File: config.mk
export PLATFORM = sky130hd
export DESIGN_NAME = ddr_fifo_sched_flat
export DESIGN_NICKNAME = d
export VERILOG_FILES = /design/src/rtl/ddr_fifo_sched_if.sv /design/src/rtl/ddr_fifo_sched.sv /design/src/flat_wrapper.sv
export SDC_FILE = /design/constraint.sdc
export NUM_CORES = 1
export LEC_CHECK = 0
export ABC_CLOCK_PERIOD_IN_PS = 4000
export CORE_MARGIN = 5
export CORE_UTILIZATION = 50
export CTS_BUF_LIST = sky130_fd_sc_hd__clkbuf_8
export CTS_CLUSTER_DIAMETER = 100
export CTS_CLUSTER_SIZE = 25
export DETAILED_ROUTE_END_ITERATION = 12
export PLACE_DENSITY = 0.93
export SYNTH_ARGS = -nofsm -noshare
export SYNTH_HDL_FRONTEND = slang
export SYNTH_SLANG_ARGS = --single-unit
File: constraint.sdc
create_clock -name ACLK -period 4 [get_ports ACLK]
set_clock_uncertainty 0.15 [all_clocks]
set_input_delay 0.4 -clock ACLK [delete_from_list [all_inputs] [get_ports ACLK]]
set_output_delay 0.4 -clock ACLK [all_outputs]
set_load 0.01 [all_outputs]
File: src/rtl/ddr_fifo_sched_if.sv
// Start/length/address handshake between the burst scheduler and the AXI write/read engines.
// The master side is the scheduler; the slave side is the pair of engines.
interface ddr_fifo_sched_if #(
  parameter int unsigned ADDR_WIDTH      = 29,
  parameter int unsigned BURST_LEN_WIDTH = 8
);
  logic                       wr_start;
  logic [BURST_LEN_WIDTH-1:0] wr_burst_len;
  logic [ADDR_WIDTH-1:0]      wr_start_addr;
  logic                       wr_ready;
  logic                       wr_done;

  logic                       rd_start;
  logic [BURST_LEN_WIDTH-1:0] rd_burst_len;
  logic [ADDR_WIDTH-1:0]      rd_start_addr;
  logic                       rd_ready;
  logic                       rd_done;

  modport master (
    output wr_start, wr_burst_len, wr_start_addr,
    input  wr_ready, wr_done,
    output rd_start, rd_burst_len, rd_start_addr,
    input  rd_ready, rd_done
  );

  modport slave (
    input  wr_start, wr_burst_len, wr_start_addr,
    output wr_ready, wr_done,
    input  rd_start, rd_burst_len, rd_start_addr,
    output rd_ready, rd_done
  );
endinterface

File: src/rtl/ddr_fifo_sched.sv
// Burst scheduler using a DDR region as a ring-buffer FIFO: one burst outstanding at a time,
// round-robin between write (stream in -> DDR) and read (DDR -> stream out) bursts.
module ddr_fifo_sched #(
  parameter int unsigned           ADDR_WIDTH      = 29,
  parameter int unsigned           BURST_LEN_WIDTH = 8,
  parameter int unsigned           BURST_LEN       = 64,
  parameter logic [ADDR_WIDTH-1:0] BASE_ADDR       = '0,
  parameter int unsigned           DEPTH_LOG2      = 20,
  parameter int unsigned           CNT_WIDTH       = 11
) (
  input  logic                  ACLK,
  input  logic                  ARESETN,
  input  logic                  enable,
  input  logic                  clr,
  input  logic [CNT_WIDTH-1:0]  wr_fifo_cnt,
  input  logic [CNT_WIDTH-1:0]  rd_fifo_space,
  ddr_fifo_sched_if.master      eng,
  output logic [DEPTH_LOG2:0]   ddr_fill,
  output logic                  ddr_empty,
  output logic                  ddr_full,
  output logic                  busy
);

  localparam logic [DEPTH_LOG2:0]   FillMax   = {1'b1, {DEPTH_LOG2{1'b0}}};
  localparam logic [DEPTH_LOG2:0]   BurstFill = (DEPTH_LOG2 + 1)'(BURST_LEN);
  localparam logic [DEPTH_LOG2-1:0] BurstPtr  = DEPTH_LOG2'(BURST_LEN);
  localparam logic [CNT_WIDTH-1:0]  BurstCnt  = CNT_WIDTH'(BURST_LEN);

  typedef enum logic [2:0] {StIdle, StWrIssue, StWrWait, StRdIssue, StRdWait} state_e;

  state_e                state_q, state_d;
  logic [DEPTH_LOG2-1:0] wr_ptr_q, wr_ptr_d;
  logic [DEPTH_LOG2-1:0] rd_ptr_q, rd_ptr_d;
  logic [DEPTH_LOG2:0]   fill_q, fill_d;
  logic                  last_rd_q, last_rd_d;
  logic                  clr_pend_q, clr_pend_d;
  logic                  wr_start_c, rd_start_c;
  logic                  w_ok, r_ok;

  // Full-check written as fill <= max - burst so the sum can never overflow the fill width.
  assign w_ok = (wr_fifo_cnt >= BurstCnt) && (fill_q <= FillMax - BurstFill);
  assign r_ok = (rd_fifo_space >= BurstCnt) && (fill_q >= BurstFill);

  always_comb begin
    state_d    = state_q;
    wr_ptr_d   = wr_ptr_q;
    rd_ptr_d   = rd_ptr_q;
    fill_d     = fill_q;
    last_rd_d  = last_rd_q;
    clr_pend_d = clr_pend_q;
    wr_start_c = 1'b0;
    rd_start_c = 1'b0;

    if (clr && state_q != StIdle) clr_pend_d = 1'b1;

    unique case (state_q)
      StIdle: begin
        if (clr) begin
          wr_ptr_d = '0;
          rd_ptr_d = '0;
          fill_d   = '0;
        end else if (enable) begin
          // On a tie, last_rd_q picks write next, otherwise read.
          if (w_ok && (!r_ok || last_rd_q)) begin
            state_d   = StWrIssue;
            last_rd_d = 1'b0;
          end else if (r_ok) begin
            state_d   = StRdIssue;
            last_rd_d = 1'b1;
          end
        end
      end
      StWrIssue: begin
        wr_start_c = eng.wr_ready;
        if (eng.wr_ready) state_d = StWrWait;
      end
      StWrWait: begin
        if (eng.wr_done) begin
          state_d    = StIdle;
          clr_pend_d = 1'b0;
          if (clr_pend_q || clr) begin
            wr_ptr_d = '0;
            rd_ptr_d = '0;
            fill_d   = '0;
          end else begin
            wr_ptr_d = wr_ptr_q + BurstPtr;
            fill_d   = fill_q + BurstFill;
          end
        end
      end
      StRdIssue: begin
        rd_start_c = eng.rd_ready;
        if (eng.rd_ready) state_d = StRdWait;
      end
      StRdWait: begin
        if (eng.rd_done) begin
          state_d    = StIdle;
          clr_pend_d = 1'b0;
          if (clr_pend_q || clr) begin
            wr_ptr_d = '0;
            rd_ptr_d = '0;
            fill_d   = '0;
          end else begin
            rd_ptr_d = rd_ptr_q + BurstPtr;
            fill_d   = fill_q - BurstFill;
          end
        end
      end
      default: state_d = StIdle;
    endcase
  end

  always_ff @(posedge ACLK or negedge ARESETN) begin
    if (!ARESETN) begin
      state_q    <= StIdle;
      wr_ptr_q   <= '0;
      rd_ptr_q   <= '0;
      fill_q     <= '0;
      last_rd_q  <= 1'b1;
      clr_pend_q <= 1'b0;
    end else begin
      state_q    <= state_d;
      wr_ptr_q   <= wr_ptr_d;
      rd_ptr_q   <= rd_ptr_d;
      fill_q     <= fill_d;
      last_rd_q  <= last_rd_d;
      clr_pend_q <= clr_pend_d;
    end
  end

  // Pointers only move on done, so the addresses stay stable from issue through done.
  assign eng.wr_start_addr = BASE_ADDR + (ADDR_WIDTH'(wr_ptr_q) << 3);
  assign eng.rd_start_addr = BASE_ADDR + (ADDR_WIDTH'(rd_ptr_q) << 3);
  assign eng.wr_burst_len  = BURST_LEN_WIDTH'(BURST_LEN);
  assign eng.rd_burst_len  = BURST_LEN_WIDTH'(BURST_LEN);
  assign eng.wr_start      = wr_start_c;
  assign eng.rd_start      = rd_start_c;

  assign ddr_fill  = fill_q;
  assign ddr_empty = (fill_q == '0);
  assign ddr_full  = (fill_q == FillMax);
  assign busy      = (state_q != StIdle);

endmodule

File: src/flat_wrapper.sv
// flat-port wrapper written by rule: the top's interface ports become plain ports
module ddr_fifo_sched_flat 
#(
  parameter int unsigned           ADDR_WIDTH      = 29,
  parameter int unsigned           BURST_LEN_WIDTH = 8,
  parameter int unsigned           BURST_LEN       = 64,
  parameter logic [ADDR_WIDTH-1:0] BASE_ADDR       = '0,
  parameter int unsigned           DEPTH_LOG2      = 20,
  parameter int unsigned           CNT_WIDTH       = 11
)
  (ACLK, ARESETN, enable, clr, wr_fifo_cnt, rd_fifo_space, ddr_fill, ddr_empty, ddr_full, busy, eng_wr_start, eng_wr_burst_len, eng_wr_start_addr, eng_wr_ready, eng_wr_done, eng_rd_start, eng_rd_burst_len, eng_rd_start_addr, eng_rd_ready, eng_rd_done);
  ddr_fifo_sched_if #(.ADDR_WIDTH(ADDR_WIDTH), .BURST_LEN_WIDTH(BURST_LEN_WIDTH)) eng_i ();
  input  logic ACLK;
  input  logic ARESETN;
  input  logic enable;
  input  logic clr;
  input  logic [CNT_WIDTH-1:0] wr_fifo_cnt;
  input  logic [CNT_WIDTH-1:0] rd_fifo_space;
  output logic [DEPTH_LOG2:0] ddr_fill;
  output logic ddr_empty;
  output logic ddr_full;
  output logic busy;
  output wire logic [$bits(eng_i.wr_start)-1:0] eng_wr_start;
  output wire logic [$bits(eng_i.wr_burst_len)-1:0] eng_wr_burst_len;
  output wire logic [$bits(eng_i.wr_start_addr)-1:0] eng_wr_start_addr;
  input wire logic [$bits(eng_i.wr_ready)-1:0] eng_wr_ready;
  input wire logic [$bits(eng_i.wr_done)-1:0] eng_wr_done;
  output wire logic [$bits(eng_i.rd_start)-1:0] eng_rd_start;
  output wire logic [$bits(eng_i.rd_burst_len)-1:0] eng_rd_burst_len;
  output wire logic [$bits(eng_i.rd_start_addr)-1:0] eng_rd_start_addr;
  input wire logic [$bits(eng_i.rd_ready)-1:0] eng_rd_ready;
  input wire logic [$bits(eng_i.rd_done)-1:0] eng_rd_done;
  assign eng_wr_start = eng_i.wr_start;
  assign eng_wr_burst_len = eng_i.wr_burst_len;
  assign eng_wr_start_addr = eng_i.wr_start_addr;
  assign eng_i.wr_ready = eng_wr_ready;
  assign eng_i.wr_done = eng_wr_done;
  assign eng_rd_start = eng_i.rd_start;
  assign eng_rd_burst_len = eng_i.rd_burst_len;
  assign eng_rd_start_addr = eng_i.rd_start_addr;
  assign eng_i.rd_ready = eng_rd_ready;
  assign eng_i.rd_done = eng_rd_done;
  ddr_fifo_sched #(.ADDR_WIDTH(ADDR_WIDTH), .BURST_LEN_WIDTH(BURST_LEN_WIDTH), .BURST_LEN(BURST_LEN), .BASE_ADDR(BASE_ADDR), .DEPTH_LOG2(DEPTH_LOG2), .CNT_WIDTH(CNT_WIDTH)) u_core (.ACLK(ACLK), .ARESETN(ARESETN), .enable(enable), .clr(clr), .wr_fifo_cnt(wr_fifo_cnt), .rd_fifo_space(rd_fifo_space), .eng(eng_i), .ddr_fill(ddr_fill), .ddr_empty(ddr_empty), .ddr_full(ddr_full), .busy(busy));
endmodule
==> results.json <==
{
  "outcome": "complete, no violations",
  "cp.required_ps": 3450,
  "cts_buffer_depth": 2,
  "setup_violations": 0,
  "hold_viol_final": 0,
  "path_delay_family": "simple AND/OR/NAND/NOR gates",
  "power.density_mw_per_mm2": 442.0,
  "antenna_found_initial": 0,
  "critical-path-max-stage-delay_ps": 550,
  "clock-sinks": 48,
  "grt_max_degree": 49,
  "crit_path_end_kind": "primary output",
  "p_leak_nw": 1.775,
  "vias_per_cell": 5.930,
  "worst_hold_slack_ps": 123.3,
  "stdcell_count": 574,
  "coreArea_sq_mm": 0.007137,
  "wl_mm": 9.639,
  "peakVddDrop_v": 0.0002001,
  "place.gp.congestion": 0.9134,
  "worst_pin_slew_ps": 1087,
  "initial_utilization_pct": 50.61,
  "dr_total_vias": 3404,
  "wire_per_inst_microns": 16.79,
  "avgSynthCellArea_sq_um": 8.519,
  "cts_tree": "yes",
  "cap_viol_max_count": 0,
  "slew_violations": 0,
  "final.period_utilization_pct": 69.32,
  "rsz0062_at_grt": "false",
  "yosysSeqAreaShare_pct": 33.29,
  "grt_pass1_vias": 3090,
  "grt_first_pass_wirelength_mm": 15.25,
  "drive_gt1_share_pct": 5.684,
  "yosysWarnings": 0,
  "antenna_cells": 0,
  "worstPathMaxFanout": 12,
  "async_flop_share_pct": 100.0,
  "crit_chain": "nor3_1 -> and3b_1 -> nand3_1 -> nor2_1 -> clkdlybuf4s50_1",
  "postRouteAntennaNets": 0,
  "clock.fmax_mhz": 360.7,
  "setup_tns_ps": 0,
  "post_cts_buffers": 0,
  "syn_inst": 424,
  "synth_ff_type": "dfrtp_1",
  "critPathKind": "reg -> out",
  "io_buffers": 65,
  "cts_hold_buf": 0,
  "drc": 0,
  "design_area_sq_mm": 0.004210,
  "critPathLaunchType": "flop",
  "ys_ff_latch": 48,
  "dpl_cell_area_sq_mm": 0.004073,
  "area_growth_pct": 16.56,
  "cts_max_level": 2,
  "cts_resized": 0,
  "clk_latency_ps": 300,
  "clkSlewWorstSetupHoldPaths_ps": 100,
  "finalCriticalPeriod_ps": 2773,
  "dpl.hpwl_mm": 6.974,
  "first_pass_iters": 7,
  "crit_slowest_cell": "clkdlybuf4s50_1",
  "synth_edf_count": 0,
  "die_h_microns": 95.00,
  "placed_cells": 566,
  "final_nets": 510,
  "worst-path-buf-inv": 1,
  "track_usage_pct": 20.98,
  "synth_area_sq_mm": 0.003612,
  "synthDistinctLibCells": 73,
  "hp-class": "in -> async",
  "slew_headroom_pct": 27.50,
  "r2r_slack_ps": 1460,
  "drt_iter0_markers": 357,
  "cts_buffers": 5,
  "worstPathArrival_ps": 2220,
  "dieArea_sq_mm": 0.009024,
  "io_pins": 130,
  "num_rows": 31,
  "overflow": 0,
  "clockRootBuffer": "clkbuf_8",
  "die_w_microns": 95.00
}
==> cells in the final DEF (no fill, tap or decap), types with 5 or more instances in the layout <==
cell type,instances
a21oi_1,20
and2_1,5
and3_1,14
clkbuf_8,5
clkdlybuf4s50_1,64
conb_1,52
dfrtp_1,47
ha_1,6
inv_1,7
nand2_1,29
nand3_1,17
nand4_1,16
nor2_1,40
nor3_1,7
o21ai_0,22
o22ai_1,6
o31ai_1,8
or3_1,7
xor2_1,13
==> through the flow <==
step,setup WS (ps),util [%],power (mW)
floorplan,1972,-,1.217
global placement,1264,57.07,1.405
detailed placement,1219,57.07,1.430
CTS,1230,58.99,1.857
global route,1030,58.99,1.968
finish,1227,58.99,1.861
==> cell families after synthesis <==
kind of cell             Yosys count  share of synthesized area, %
AO/OA/AOI/OAI                     97                         18.74
XOR/XNOR                          16                         3.880
adder cells (fa/ha/maj)            6                         2.078
buffers and inverters             79                         14.48
flip-flops                        48                         33.29
multiplexers                       2                        0.5542
other                              2                        0.2079
AND/OR/NAND/NOR                  174                         26.78
==> cell usage after synthesis (2+ instances only) <==
master     count  area, sq um
a2111oi_0      2        17.52
nand2_1       29        108.9
mux2i_1        2        20.02
a221o_1        2        20.02
and2_1         5        31.28
a32o_1         2        20.02
nand4b_1       2        17.52
buf_2          7        35.03
dfrtp_1       47         1176
nor3_1         7        35.03
o221ai_1       4        35.03
nand2b_1       2        12.51
and4_1         4        35.03
ha_1           6        75.07
a31oi_1        4        25.02
nor2b_1        4        25.02
nor4_1         3        18.77
nor3b_1        3        22.52
inv_1          7        26.28
a21oi_1       20        100.1
nand4_1       16        100.1
o21ai_0       22        110.1
xnor2_1        3        26.28
a21o_1         2        15.01
o41ai_1        4        35.03
nor2_1        40        150.1
xor2_1        13        113.9
a211o_1        2        17.52
buf_4         56        420.4
and3_1        14        87.58
a41oi_1        2        17.52
o32ai_1        2        17.52
or4_1          3        22.52
or3_1          7        43.79
clkbuf_1       7        26.28
o22ai_1        6        37.54
or2_0          2        12.51
nand3_2        2        20.02
o31ai_1        8        60.06
conb_1         2        7.510
nand3_1       17        85.08
==> routing by layer <==
layer / global-route usage [%] / up-vias / wire, microns
met2: 34.70 / 202 / 4696
met4: 6.490 / 0 / 185
met1: 28.14 / 1636 / 3879
met3: 3.347 / 23 / 877
li1: - / 1543 / -
met5: 0 / - / 0
==> worst register-to-register path, cell delays in order (launching register included) <==
cell	delay, ps
dfrtp_1	620
nor2b_1	540
nand2_1	440
o32ai_1	440
a21oi_1	110
a31oi_1	180
==> final timing paths <==
check | from | depth (start not counted) | to
min | ARESETN | 1 | u_core.ddr_fill[9]
max | u_core.ddr_fill[13] | 5 | ddr_full
max in group asynchronous | ARESETN | 1 | u_core.rd_ptr_q[11]
max reg2reg | u_core.state_q[2] | 5 | u_core.ddr_fill[15]
min reg2reg | u_core.last_rd_q | 1 | u_core.last_rd_q
min in group ACLK | u_core.last_rd_q | 1 | u_core.last_rd_q
==> registers in the layout, summed over array words and instances (netlist names) <==
register	flops
u_core.state_q	3
u_core.rd_ptr_q	14
u_core.clr_pend_q	1
u_core.ddr_fill	15
u_core.last_rd_q	1
u_core.wr_ptr_q	14
==> layout make-up <==
cell class	count	area [sq um]
fill	654	2927
multi-input combinational	347	2074
sequential	48	1202
timing repair buffer	65	645.6
tap	99	123.9
clock buffer	5	68.82
clock inverter	3	68.82
inverter	7	26.28
==> power breakdown <==
group	switching, mW	total (mW)	internal [mW]
logic	0.509	0.804	0.295
registers	0.0972	0.629	0.531
clock network	0.176	0.428	0.252
total	0.783	1.86	1.08
Note: power is estimated with default switching activity, not from simulation.
